<file path="src/rtl/z80_bus_master.sv">
// Z80-style bus master. It turns one command (mem/IO, read/write) into a
// SETUP / ACTIVE / RECOVER strobe sequence toward Blink, and it parks the bus
// in a HALT state until Blink raises an interrupt.
module z80_bus_master #(
  parameter int STROBE_CYCLES = 3
) (
  input  logic        mck,
  input  logic        rin_n,
  input  logic        cmd_valid,
  output logic        cmd_ready,
  input  logic [1:0]  cmd_op,
  input  logic [15:0] cmd_addr,
  input  logic [7:0]  cmd_wdata,
  output logic        rsp_valid,
  output logic [7:0]  rsp_rdata,
  input  logic        halt_req,
  input  logic [7:0]  halt_i,
  output logic        halt_done,
  output logic [15:0] ca,
  output logic [7:0]  cdi,
  input  logic [7:0]  cdo,
  output logic        mrq_n,
  output logic        ior_n,
  output logic        crd_n,
  output logic        cm1_n,
  output logic        hlt_n,
  input  logic        intb_n
);

  typedef enum logic [2:0] {
    ST_IDLE,
    ST_SETUP,
    ST_ACTIVE,
    ST_RECOVER,
    ST_HALT
  } state_t;

  // The counter runs from STROBE_CYCLES-1 down to 0, so it spans exactly STROBE_CYCLES cycles.
  localparam logic [3:0] CNT_LOAD = 4'(STROBE_CYCLES - 1);

  state_t      state;
  state_t      state_nxt;
  logic [1:0]  op;        // op[1]: 1 = IO, 0 = mem; op[0]: 1 = write, 0 = read
  logic [15:0] addr;      // address held on ca outside HALT
  logic [7:0]  wdata;     // data held on cdi
  logic [3:0]  cnt;
  logic        accept;
  logic        last_active;

  assign accept      = (state == ST_IDLE) && cmd_valid;
  assign last_active = (state == ST_ACTIVE) && (cnt == 4'd0);
  assign cdi         = wdata;
  assign cm1_n       = 1'b1;

  // State register; reset abandons any bus cycle in flight.
  always_ff @(posedge mck or negedge rin_n) begin
    if (!rin_n) begin
      state <= ST_IDLE;
    end else begin
      state <= state_nxt;
    end
  end

  // Next-state logic; a pending command wins over a HALT request.
  always_comb begin
    state_nxt = state;
    case (state)
      ST_IDLE: begin
        if (cmd_valid) begin
          state_nxt = ST_SETUP;
        end else if (halt_req) begin
          state_nxt = ST_HALT;
        end
      end
      ST_SETUP:   state_nxt = ST_ACTIVE;
      ST_ACTIVE:  if (cnt == 4'd0) state_nxt = ST_RECOVER;
      ST_RECOVER: state_nxt = ST_IDLE;
      ST_HALT:    if (!intb_n) state_nxt = ST_IDLE;
      default:    state_nxt = ST_IDLE;
    endcase
  end

  // Command latch and strobe counter; the HALT address is latched so ca keeps it afterwards.
  always_ff @(posedge mck or negedge rin_n) begin
    if (!rin_n) begin
      op    <= 2'b00;
      addr  <= 16'h0000;
      wdata <= 8'h00;
      cnt   <= 4'd0;
    end else begin
      if (accept) begin
        op   <= cmd_op;
        addr <= cmd_addr;
        if (cmd_op[0]) begin
          wdata <= cmd_wdata;
        end
      end else if (state == ST_HALT) begin
        addr <= {halt_i, 8'h00};
      end
      if (state == ST_SETUP) begin
        cnt <= CNT_LOAD;
      end else if ((state == ST_ACTIVE) && (cnt != 4'd0)) begin
        cnt <= cnt - 4'd1;
      end
    end
  end

  // Read data is sampled on the last strobe cycle, when Blink's registered data is valid.
  always_ff @(posedge mck or negedge rin_n) begin
    if (!rin_n) begin
      rsp_rdata <= 8'h00;
      halt_done <= 1'b0;
    end else begin
      if (last_active && !op[0]) begin
        rsp_rdata <= cdo;
      end
      halt_done <= (state == ST_HALT) && !intb_n;
    end
  end

  // Strobe and handshake decode from the current state.
  always_comb begin
    cmd_ready = 1'b0;
    rsp_valid = 1'b0;
    mrq_n     = 1'b1;
    ior_n     = 1'b1;
    crd_n     = 1'b1;
    hlt_n     = 1'b1;
    ca        = addr;
    case (state)
      ST_IDLE: cmd_ready = rin_n;
      ST_ACTIVE: begin
        mrq_n = op[1];
        ior_n = !op[1];
        crd_n = op[0];
      end
      ST_RECOVER: rsp_valid = 1'b1;
      ST_HALT: begin
        hlt_n = 1'b0;
        ca    = {halt_i, 8'h00};
      end
      default: begin
      end
    endcase
  end

endmodule

</file>
<file path="config.mk">
export PLATFORM = sky130hd
export DESIGN_NAME = z80_bus_master
export DESIGN_NICKNAME = d
export VERILOG_FILES = /design/src/rtl/z80_bus_master.sv
export SDC_FILE = /design/constraint.sdc
export NUM_CORES = 1
export LEC_CHECK = 0
export ABC_CLOCK_PERIOD_IN_PS = 4019
export CELL_PAD_IN_SITES_DETAIL_PLACEMENT = 1
export CELL_PAD_IN_SITES_GLOBAL_PLACEMENT = 2
export CORE_ASPECT_RATIO = 0.7
export CORE_UTILIZATION = 39
export CTS_CLUSTER_SIZE = 25
export DETAILED_ROUTE_END_ITERATION = 12
export DONT_BUFFER_PORTS = 1
export PLACE_DENSITY_LB_ADDON = 0.1
export SETUP_SLACK_MARGIN = 0.2
export SYNTH_ARGS = -nofsm -noshare
export SYNTH_HDL_FRONTEND = slang
export SYNTH_SLANG_ARGS = --single-unit
</file>
<file path="constraint.sdc">
create_clock -name mck -period 4.02 [get_ports mck]
set_clock_uncertainty 0.1 [all_clocks]
set_input_delay 0.804 -clock mck [delete_from_list [all_inputs] [get_ports mck]]
set_output_delay 0.804 -clock mck [all_outputs]
set_load 0.02 [all_outputs]
</file>
# Yosys cells after proc, flatten, opt, wreduce, memory -nomap -nowiden
# Index checks and enable logic that the tools add are counted.
dict set report classes {
  addsub 1
  eq_ne 7
  reduce_logical 14
  n_mux 15
}
# operator n
set ops {}
lappend ops {{2-to-1 mux 16 bit} 2}
lappend ops {{2-to-1 mux 3 bit} 4}
lappend ops {{case mux 3 bit (4 select lines)} 1}
lappend ops {{2-to-1 mux 4 bit} 2}
lappend ops {{equality test 3 x 2 -> 1 bit, second input constant} 2}
lappend ops {{2-to-1 mux 1 bit} 6}
lappend ops {{logical AND 1 bit} 5}
lappend ops {{logical NOT 4 bit} 1}
lappend ops {{inequality test 2 bit, second input constant} 2}
lappend ops {{nonzero test 4 bit} 1}
lappend ops {{subtractor 4 x 1 -> 4 bit, second input constant} 1}
lappend ops {{equality test 3 x 1 -> 1 bit, second input constant} 1}
lappend ops {{equality test 3 bit, second input constant} 1}
lappend ops {{logical NOT 1 bit} 3}
lappend ops {{logical NOT 3 bit} 1}
lappend ops {{inequality test 3 bit, second input constant} 1}
lappend ops {{AND reduction 3 bit} 1}
lappend ops {{AND reduction 2 bit} 1}
lappend ops {{nonzero test 2 bit} 1}
dict set report totals {
  output_inout_bits 40
  reg_bits 42
  in_bits 47
  word_cells 44
}

# Depth between registers and ports, before layout
dict set report depth {
  word_depth 4
  mapped_depth 7
  mapped_depth_nobuf 5
}

# Worst setup path before layout
# OpenSTA, ideal clock, no wires.
dict set report synth_timing {
  path_kind {reg-to-output}
  from {register state[2]}
  to {output ca[14]}
  t_required_ns 3.116
  stages_incl_launch_ff 7
  path_buffers 2
  path_slack_ns 1.508
  arrival_time_ns 1.608
  path_cell_list {dfrtp_1 -> buf_2 -> nor3b_2 -> inv_1 -> clkbuf_1 -> nand2_1 -> nand2_1}
}
dict set report synth_between {
  elab_chain_cells 2
}
# item line_no
set synth_lines {}
lappend synth_lines {{from (decl)} 41} ;# state_t state;
lappend synth_lines {{from (signal assigned)} 60} ;# state <= state_nxt;
lappend synth_lines {{equality test 3 bit} 130} ;# case (state)
lappend synth_lines {{2-to-1 mux 16 bit} --}
lappend synth_lines {{to (decl)} 19} ;# output logic [15:0] ca,
# Every way passes these cells.

# Final worst setup path
dict set report layout_timing {
  from {register state[0]}
  to {output ca[15]}
}
# Same word-level chain as after synthesis.

==> impl_metrics.py <==
metrics = {
    "synth": {
        "yosysSeqAreaShare_pct": 53.64,
        "ys_types": 36,
        "postSynthAreaPerCell_um2": 11.01,
        "yosys-top-cells-area": "dfrtp_1 54%, mux2_2 9.2%, mux2_4 6.1%, nand2_1 6.1%, and2_1 2.9%",
        "yosysTopAreaCell": "dfrtp_1",
        "synth_top_flop_cell": "dfrtp_1",
        "ys_warn_count": 0,
        "netlist.area_leader.share_pct": 53.64,
        "synth-seq-cells": 42,
        "syn-num-nets": 227,
        "synth_enable_flop_cells": 0,
        "netlist_area_um2": 1959,
        "async_flop_share_pct": 100.0,
        "syn_inst": 178,
    },
    "die": {
        "core_area_um2": 4808,
        "initial_core_util_pct": 40.75,
        "fp.dieArea_um2": 5316,
        "die_w_um": 86.72,
        "io_pins": 87,
        "die_h_um": 61.31,
        "rows": 21,
    },
    "placement": {
        "dp_hpwl_mm": 3.009,
        "io_buffers": 0,
        "place_congestion": 0.7268,
    },
    "clock_network": {
        "cts-root-buf": "clkbuf_8",
        "path_clk_slew_ns": 0.09,
        "cts_max_level": 2,
        "cts_num_sinks": 42,
        "cts_buffers": 5,
        "post_cts_resized": 0,
        "cts_hold_buf": 0,
        "clkLatencyLatePin_ns": 0.29,
        "clockBufferDepth": 2,
        "cts_tree": "yes",
        "post_cts_buffers": 0,
    },
    "layout": {
        "drive_above_1_share_pct": 19.89,
        "diodes": 0,
        "final_cell_mix": "42 x dfrtp_1, 32 x nand2_1, 16 x mux2_2, 15 x nor2_1, 9 x and2_1",
        "area_growth_syn_to_layout_pct": 7.599,
        "postLayoutCoreUtil_pct": 43.85,
        "layout_commonest_cell": "dfrtp_1",
        "nNetsFinal": 224,
    },
    "power": {
        "ir_drop_mv": 0.2573,
        "p_leak_nw": 0.9516,
        "powerDensity_nw_per_um2": 942.8,
    },
    "timing": {
        "timing.final.crit_share_pct": 83.27,
        "hold_viol": 0,
        "worstMarginPinSlew_ns": 1.005,
        "clock.fmax_mhz": 298.7,
        "drv_slew": 0,
        "period_needed_ns": 3.348,
        "fin_tns_setup_ns": 0,
        "setup_viol": 0,
        "rsz0062_at_grt": "no",
        "slew_headroom_pct": 32.98,
    },
    "routing": {
        "top_layer_used": "met4",
        "totalWireLength_mm": 4.191,
        "drc": 0,
        "viasPerCell": 5.286,
        "met2_length_mm": 1.828,
        "wl_met1_mm": 1.949,
        "drt_first_pass_iters": 4,
        "wl_met3_um": 365,
        "vias": 1295,
        "drt-wirelength-per-cell_um": 17.11,
        "ant_nets": 0,
        "drt-initial-drc-count": 40,
    },
    "worst_setup_path": {
        "worst_setup_path_start_kind": "flip-flop",
        "required_ns": 3.12,
        "timing.rr.end": "addr[3]",
        "reg2reg_slack_ns": 1.37,
        "r2r-start": "state[0]",
        "setup.worst_path.end_class": "primary output",
        "crit_fanout": 19,
        "setup.worst_path.class": "flip-flop to primary output",
        "reg2regPathDepth": 4,
        "crit_start": "state[0]",
        "crit_arrival_ns": 2.44,
    },
    "job": {
        "maxCapViolCount": 0,
    },
    "grt": {
        "grt_pass1_vias": 1324,
        "antenna_found_initial": 0,
        "grt_pass1_wl_mm": 6.755,
        "overflow": 0,
        "grt_max_degree": 44,
        "grt_use_total_pct": 17.05,
    },
    "worst_hold_path": {
        "hold_path.class": "primary input to asynchronous set/reset pin",
    },
    "outcome": {
        "status": "complete, no violations",
    },
}
how the worst max path moves through the flow:
stage,end,slack (ns),depth (start not counted)
4_1_cts,ca[15],0.61,4
2_1_floorplan,ca[14],1.51,6
3_5_place_dp,ca[15],0.96,4
3_3_place_gp,ca[5],1.11,3
6_report,ca[15],0.67,4
5_1_grt,ca[15],0.45,4
per-layer routing:
| layer | up-vias | track usage, % |
|---|---|---|
| met5 | - | 0 |
| met4 | 0 | 5.714 |
| met3 | 5 | 5.898 |
| met2 | 56 | 25.85 |
| met1 | 637 | 23.14 |
| li1 | 597 | - |
flip-flops by register name, summed over array words and instances (netlist names):
register and flops:
addr 16, cdi 8, state 3, cnt 4
op 2, halt_done 1, rsp_rdata 8
critical path, cell delays in order, from the launching register on:
cell and delay (ns):
dfrtp_1 0.60, nor3b_2 0.62, inv_1 0.51, nand2_1 0.23, nand2_1 0.17
power by group:
group | internal (mW) | switching [mW] | total, mW
Clock | 0.189 | 0.160 | 0.349
Sequential | 0.626 | 0.258 | 0.884
Combinational | 0.310 | 0.444 | 0.754
Total | 1.13 | 0.862 | 1.99
Yosys cell counts (2+ instances only):
cell	number
buf_1	2
mux2_2	16
nand2b_1	3
o21ai_0	2
buf_2	5
ha_1	2
a32oi_1	2
and2_1	9
a21oi_1	2
nand2_1	32
a31oi_1	8
dfrtp_1	42
or3_1	2
inv_1	5
or4_1	2
nand3_1	2
nor4b_1	2
mux2_4	8
nor2_1	15
layout make-up:
| type | instances | area, µm² |
|---|---|---|
| clock inverter | 3 | 48.80 |
| multi-input combinational | 121 | 834.6 |
| inverter | 5 | 18.77 |
| sequential | 42 | 1051 |
| tap | 69 | 86.33 |
| clock buffer | 5 | 68.82 |
| fill | 528 | 2700 |
stage by stage:
step                power (mW)  std cells  instance area, µm²  hold WS, ns  worst slack (ns)
floorplan                1.529        178                1959       0.3614             1.508
global placement         1.626        237                1991       0.3857             1.105
detailed placement       1.661        237                1991       0.3954            0.9579
CTS                      2.019        245                2108      0.07643            0.6126
global route             2.151        245                2108      0.06399            0.4509
finish                   1.988        245                2108      0.09142            0.6724
logic make-up after synthesis:
group,after synthesis,share of synthesized area (%)
other cells,1,0.1914
compound gates,19,6.514
flops,42,53.64
simple gates,74,18.84
mux,24,15.33
buf+inv,15,3.768
fa+ha+maj,2,1.277
xor+xnor,1,0.4471
Power figures use the tool's default switching activity.
